--- config.mk ---
export PLATFORM = sky130hd
export DESIGN_NAME = run_launcher
export DESIGN_NICKNAME = d
export VERILOG_FILES = /design/src/rtl/run_launcher.sv
export SDC_FILE = /design/constraint.sdc
export NUM_CORES = 1
export LEC_CHECK = 0
export ABC_AREA = 1
export CAP_MARGIN = 20
export CORE_MARGIN = 8
export CORE_UTILIZATION = 52
export DETAILED_ROUTE_END_ITERATION = 6
export GPL_ROUTABILITY_DRIVEN = 1
export MAX_ROUTING_LAYER = met4
export PLACE_DENSITY_LB_ADDON = 0.08
export REMOVE_ABC_BUFFERS = 1
export SYNTH_ARGS = -nofsm -noshare
export SYNTH_HDL_FRONTEND = slang
export SYNTH_SLANG_ARGS = --single-unit
--- constraint.sdc ---
create_clock -name clk -period 3.3 [get_ports clk]
set_input_delay 0.33 -clock clk [delete_from_list [all_inputs] [get_ports clk]]
set_output_delay 0.33 -clock clk [all_outputs]
set_load 0.05 [all_outputs]
--- src/rtl/run_launcher.sv ---
// run_launcher: host-side initiator for the core req/done run protocol (hold reset, request, time the run).
// Optional WAIT_DONE timeout is compiled in when the macro LAUNCH_TIMEOUT_EN is defined.
module run_launcher #(
    parameter int unsigned RESET_CYCLES = 5,
    parameter int unsigned CNT_W        = 32,
    parameter int unsigned RUN_W        = 4,
    parameter int unsigned TIMEOUT      = 100000
) (
    input  logic             clk,
    input  logic             reset,
    input  logic             start,
    input  logic [RUN_W-1:0] runs_in,
    input  logic             abort,
    output logic             busy,
    output logic             core_reset,
    output logic             core_req,
    input  logic             core_done,
    output logic             result_valid,
    output logic [CNT_W-1:0] result_cycles,
    output logic [RUN_W-1:0] result_idx,
    output logic             result_tmo,
    output logic             batch_done
);

    typedef enum logic [2:0] {
        S_IDLE,
        S_HOLD_RST,
        S_REQ,
        S_WAIT_DONE,
        S_REPORT
    } state_t;

    state_t           state, state_nxt;
    logic [CNT_W-1:0] cnt;
    logic [RUN_W-1:0] runs;
    logic [RUN_W-1:0] idx;
    logic             abort_q;
    logic             start_ok;
    logic             abort_ok;
    logic             last_run;
    logic             tmo_hit;

    assign start_ok = start && (runs_in != '0);
    assign abort_ok = abort && (state != S_IDLE);
    assign last_run = (idx == runs - 1'b1) || result_tmo;

`ifdef LAUNCH_TIMEOUT_EN
    assign tmo_hit = (cnt == CNT_W'(TIMEOUT - 1));
`else
    logic unused_timeout;
    assign tmo_hit        = 1'b0;
    assign unused_timeout = (TIMEOUT == 0);
`endif

    // NOTE: sequential state uses non-blocking assignments so every register samples pre-edge values.
    always_ff @(posedge clk or negedge reset) begin
        if (!reset) state <= S_IDLE;
        else        state <= state_nxt;
    end

    // NOTE: every signal gets a default before the case so no path leaves one unassigned (no latches).
    always_comb begin
        state_nxt    = state;
        busy         = (state != S_IDLE);
        core_reset   = 1'b1;
        core_req     = 1'b0;
        result_valid = 1'b0;
        batch_done   = abort_q;
        unique case (state)
            S_IDLE:      if (start_ok) state_nxt = S_HOLD_RST;
            S_HOLD_RST:  if (cnt == CNT_W'(RESET_CYCLES - 1)) state_nxt = S_REQ;
            S_REQ: begin
                core_reset = 1'b0;
                core_req   = 1'b1;
                state_nxt  = S_WAIT_DONE;
            end
            S_WAIT_DONE: begin
                core_reset = 1'b0;
                core_req   = 1'b1;
                if (core_done || tmo_hit) state_nxt = S_REPORT;
            end
            S_REPORT: begin
                result_valid = 1'b1;
                batch_done   = last_run && !abort;
                state_nxt    = last_run ? S_IDLE : S_HOLD_RST;
            end
            default:     state_nxt = S_IDLE;
        endcase
        // Abort overrides every transition, including a completing or timing-out run.
        if (abort_ok) state_nxt = S_IDLE;
    end

    always_ff @(posedge clk or negedge reset) begin
        if (!reset) begin
            cnt           <= '0;
            runs          <= '0;
            idx           <= '0;
            abort_q       <= 1'b0;
            result_cycles <= '0;
            result_idx    <= '0;
            result_tmo    <= 1'b0;
        end else begin
            abort_q <= abort_ok;
            unique case (state)
                S_IDLE: begin
                    cnt <= '0;
                    if (start_ok) begin
                        runs <= runs_in;
                        idx  <= '0;
                    end
                end
                S_HOLD_RST:  cnt <= cnt + 1'b1;
                S_REQ:       cnt <= '0;
                S_WAIT_DONE: begin
                    if (!abort && core_done) begin
                        result_cycles <= cnt;
                        result_idx    <= idx;
                        result_tmo    <= 1'b0;
                    end else if (!abort && tmo_hit) begin
                        result_cycles <= CNT_W'(TIMEOUT);
                        result_idx    <= idx;
                        result_tmo    <= 1'b1;
                    end else if (cnt != '1) begin
                        cnt <= cnt + 1'b1;
                    end
                end
                S_REPORT: begin
                    cnt <= '0;
                    idx <= idx + 1'b1;
                end
                default:     cnt <= '0;
            endcase
        end
    end

endmodule

### Yosys cells after proc, flatten, opt, wreduce, memory -nomap -nowiden

Index checks and enable logic that the tools add are counted.

| cells by class | value |
|---|---|
| add/subtract/negate cells | 3 |
| multiplexer cells | 15 |
| bitwise logic cells | 0 |
| order comparisons | 0 |
| shift-type cells | 0 |
| divide/modulo/power cells | 0 |
| multiply operators | 0 |
| reductions and logical operators | 15 |
| equality and inequality tests | 13 |

Operators by type and width:

| kind | count |
|---|---|
| 32-bit two-way mux | 2 |
| 32-bit one-hot mux with 2 select lines | 1 |
| 32-bit by 1-bit adder with 32-bit output (second input constant) | 1 |
| 32-bit by 3-bit == test with 1-bit output (second input constant) | 1 |
| 32-bit != test (second input constant) | 1 |
| 3-bit one-hot mux with 5 select lines | 1 |
| 3-bit two-way mux | 4 |
| 3-bit != test (second input constant) | 3 |
| 4-bit one-hot mux with 2 select lines | 1 |
| 2-bit AND reduction | 4 |
| 3-bit by 2-bit == test with 1-bit output (second input constant) | 2 |
| 2-bit != test (second input constant) | 3 |
| 1-bit two-way mux | 5 |
| 4-bit by 1-bit adder with 4-bit output (second input constant) | 1 |
| 4-bit == test | 1 |
| 1-bit logical AND | 4 |
| 4-bit two-way mux | 1 |
| 4-bit nonzero test | 1 |
| 4-bit by 1-bit subtractor with 4-bit output (second input constant) | 1 |
| 3-bit by 1-bit == test with 1-bit output (second input constant) | 1 |
| 3-bit == test (second input constant) | 1 |
| 3-bit zero test | 1 |
| 3-bit AND reduction | 1 |
| 3-bit nonzero test | 1 |
| 3 further kinds | 3 |

| storage, ports and cells | value |
|---|---|
| flip-flop bits (word level) | 80 |
| bits in writable memories | 0 |
| logic and storage cells | 53 |
| memories | 0 |
| ROM bits | 0 |
| bits in latches | 0 |

### Longest topological paths before layout

| depth | value |
|---|---|
| depth in word-level cells | 5 |
| gate-level depth with buffers | 13 |

### Least setup slack after synthesis

Ideal clock, no wire load.

| path | value |
|---|---|
| path kind | flip-flop to output port |
| start point | register runs[0] |
| end point | output batch_done |
| required time | 2.970 ns |
| data arrival time | 2.215 ns |
| cell stages (with the launch flop) | 8 |
| setup slack | 0.755 ns |
| cell sequence | dfrtp_1 -> inv_1 -> ha_1 -> xor2_1 -> nand2_1 -> nor2_1 -> nand2_1 -> o31ai_1 |

| between the ends | value |
|---|---|
| longest elaborated chain between the ends | 4 |

Ends and longest elaborated chain:

| element | line | RTL |
|---|---|---|
| from (decl) | 35 | `logic [RUN_W-1:0] runs;` |
| from (signal assigned) | 108 | `runs <= runs_in;` |
| 4-bit by 1-bit subtractor with 4-bit output | 45 | `assign last_run = (idx == runs - 1'b1) \|\| result_tmo;` |
| 4-bit == test | 45 |  |
| 1-bit logical AND | 84 | `batch_done = last_run && !abort;` |
| 1-bit two-way mux | 69 | `unique case (state)` |
| to (decl) | 22 | `output logic batch_done` |

No other way between the ends.

### Final worst setup path

Same ends and word-level chain as after synthesis.

==> results.toml <==
[clock_network]
path_clk_slew_ps = 80
clock_path_buffers = 2
cts_sinks = 80
h-tree-depth = 3
cts-root-buf = "clkbuf_8"
cts_resized = 0
cts-buffers-inserted = 9
cts_tree = "done"
clk_latency_ps = 360

[finish]
synthToLayoutAreaGrowth_pct = 16.4
seq_area_um2 = 2000
stdcell_count = 770
multi_input_area_um2 = 2130
layout_common_cells = "211 x nand2_1, 93 x nor2_1, 80 x dfrtp_1, 53 x inv_1"
drive_above_1_share = 0.0816
fin_nets = 670
final_common_cell = "nand2_1"
n_antenna_cell = 0
nFillCells = 810

[sta]
setup_viol = 0
setup_slack_ps = 397
finalHoldViolations = 0
period_minus_slack_ps = 2900
tightest_slew_ps = 860
fin_setup_tns_ps = 0
relSlewSlack = 0.423
finalClockSkew_ps = 9.42
fmax_mhz = 345
slew_violations = 0
grt_setup_unrepaired = "false"
finalCritPeriodShare = 0.880

[run]
max-cap-violations = 0

[yosys]
netlist_instances = 610
synth_area_um2 = 4470
yosysWarnings = 0
yosysSeqAreaShare = 0.448
ys_ff_latch = 80
syn_area_per_cell_um2 = 7.32
synth.distinct_cells = 33

[route]
wl_um = 10700
ant_nets = 0
drtIter0Drc = 219
avgRoutedWirePerCell_um = 13.9
route.detailed.drc = 0
via_count = 3947
first_pass_iters = 6
vias_per_cell = 5.13

[critical_path]
critPathMaxFanout = 4
rr_startpoint = "cnt[0]"
reg2reg_depth = 10
r2r_setup_slack_ps = 1060
r2r_end = "cnt[30]"
critPathKind = "reg -> out"
cp-start-kind = "register"
worstPathArrival_ps = 2570
cp.required_ps = 2970
critPathCaptureType = "output pin"

[floorplan]
num_io_pins = 51
start_util = 0.525
core-area_um2 = 8510
die_h_um = 109
dieWidth_um = 109
dieArea_um2 = 11800
fp-row-count = 34

[grt]
grt_max_degree = 81
grtUsageMet1 = 0.248
grt.busiest_layer = "met2"
grt_pass1_vias = 3886
antenna_found_initial = 0
grt_util_met2 = 0.323
grt_use_total = 0.202
grt_use_met3 = 0.0408
overflow = 0
grt_pass1_wl_um = 18500

[placed_design]
hpwl_um = 7770
port_buffers = 49
pre_cts_ws_ps = 763
dp.cells = 752
place_congestion = 0.880

[min_path]
hp-class = "in -> async"

[outcome]
status = "completed"

[power]
leakagePower_nw = 2.27
p_per_area_nw_per_um2 = 493
peakVddDrop_mv = 0.343
[routing by layer]
| metal | vias to the layer above | share of wire |
|---|---|---|
| li1 | 2013 | - |
| met1 | 1828 | 0.47 |
| met2 | 93 | 0.46 |
| met3 | 13 | 0.047 |
| met4 | 0 | 0.015 |
| met5 | - | 0 |
[critical path, stage by stage, from the launching register on]
cell and delay, ps:
dfrtp_1 380, inv_1 110, ha_1 260, xor2_1 160, nand2_1 60, nor2_1 110, nand2_1 80, o31ai_1 210
clkdlybuf4s50_1 850
[worst max path at each step]
stage	cells past startpoint	start	slack, ps	to
2_1_floorplan	7	runs[0]	750	batch_done
3_3_place_gp	8	runs[0]	850	batch_done
3_5_place_dp	8	runs[0]	760	batch_done
4_1_cts	8	runs[0]	370	batch_done
5_1_grt	11	runs[0]	250	batch_done
6_report	8	runs[0]	400	batch_done
[sequential cells by signal, indices dropped and copies added, names as in the netlist]
name / count
result_idx: 4
result_cycles: 32
cnt: 32
abort_q: 1
state: 3
idx: 4
runs: 4
[repair_timing]
action,in CTS,in global routing
endpoints found under the hold margin,0,33
hold buffers,0,1
setup buffers,0,0
[final cells by class]
type                       instances  area share
clock buffer                      11      0.0253
sequential                        80       0.385
tap                              108      0.0260
inverter                          56      0.0404
clock inverter                     5      0.0111
multi-input combinational        458       0.410
timing repair buffer              52       0.103
[cells in the mapped netlist]
cell type | number | area (µm²)
nand2_1 | 211 | 792
nor2_1 | 93 | 349
dfrtp_1 | 80 | 2000
inv_1 | 53 | 199
o21ai_0 | 48 | 240
nand3_1 | 43 | 215
o21ai_2 | 23 | 201
clkbuf_1 | 9 | 33.8
xor2_1 | 7 | 61.3
nand2_2 | 6 | 37.5
ha_1 | 4 | 50.1
nand4_1 | 4 | 25.0
o21ai_1 | 4 | 20.0
buf_12 | 2 | 40.0
buf_6 | 2 | 22.5
inv_2 | 2 | 7.51
nor2_2 | 2 | 12.5
nor2_4 | 2 | 22.5
a21oi_1 | 1 | 5.00
a22o_1 | 1 | 8.76
a22oi_1 | 1 | 7.51
and2_1 | 1 | 6.26
buf_2 | 1 | 5.00
buf_4 | 1 | 7.51
buf_8 | 1 | 15.0
clkinv_1 | 1 | 3.75
conb_1 | 1 | 3.75
nand2_8 | 1 | 20.0
nand3b_4 | 1 | 20.0
nor3b_1 | 1 | 7.51
o21bai_1 | 1 | 7.51
o31ai_1 | 1 | 7.51
xnor2_1 | 1 | 8.76
[power by group]
group	switching, mW	leakage, nW	internal (mW)
Combinational	0.518	1.09	0.221
Sequential	0.0609	1.10	1.06
Clock	0.359	0.0856	0.349
[cells by family (layout without fill, tap and decap cells)]
family,after synthesis,count (layout),synth area share
adders and majority gates,4,4,0.0112
AOI/OAI and AO/OA,80,80,0.112
DFF,80,80,0.448
and+or+nand+nor,365,365,0.338
other,1,1,0.000840
buffers and inverters,72,124,0.0748
xor gates and xnor gates,8,8,0.0157
[metrics by stage]
stage               hold slack (ps)  utilization  area (µm²)  power [mW]
floorplan                      34.4            -        4340        1.64
global placement                457        0.584        4970        1.86
detailed placement              459        0.584        4970        1.88
CTS                             177        0.607        5160        2.60
global route                    479        0.611        5200        2.72
finish                          453        0.611        5200        2.56
Power figures use the tool's default switching activity.
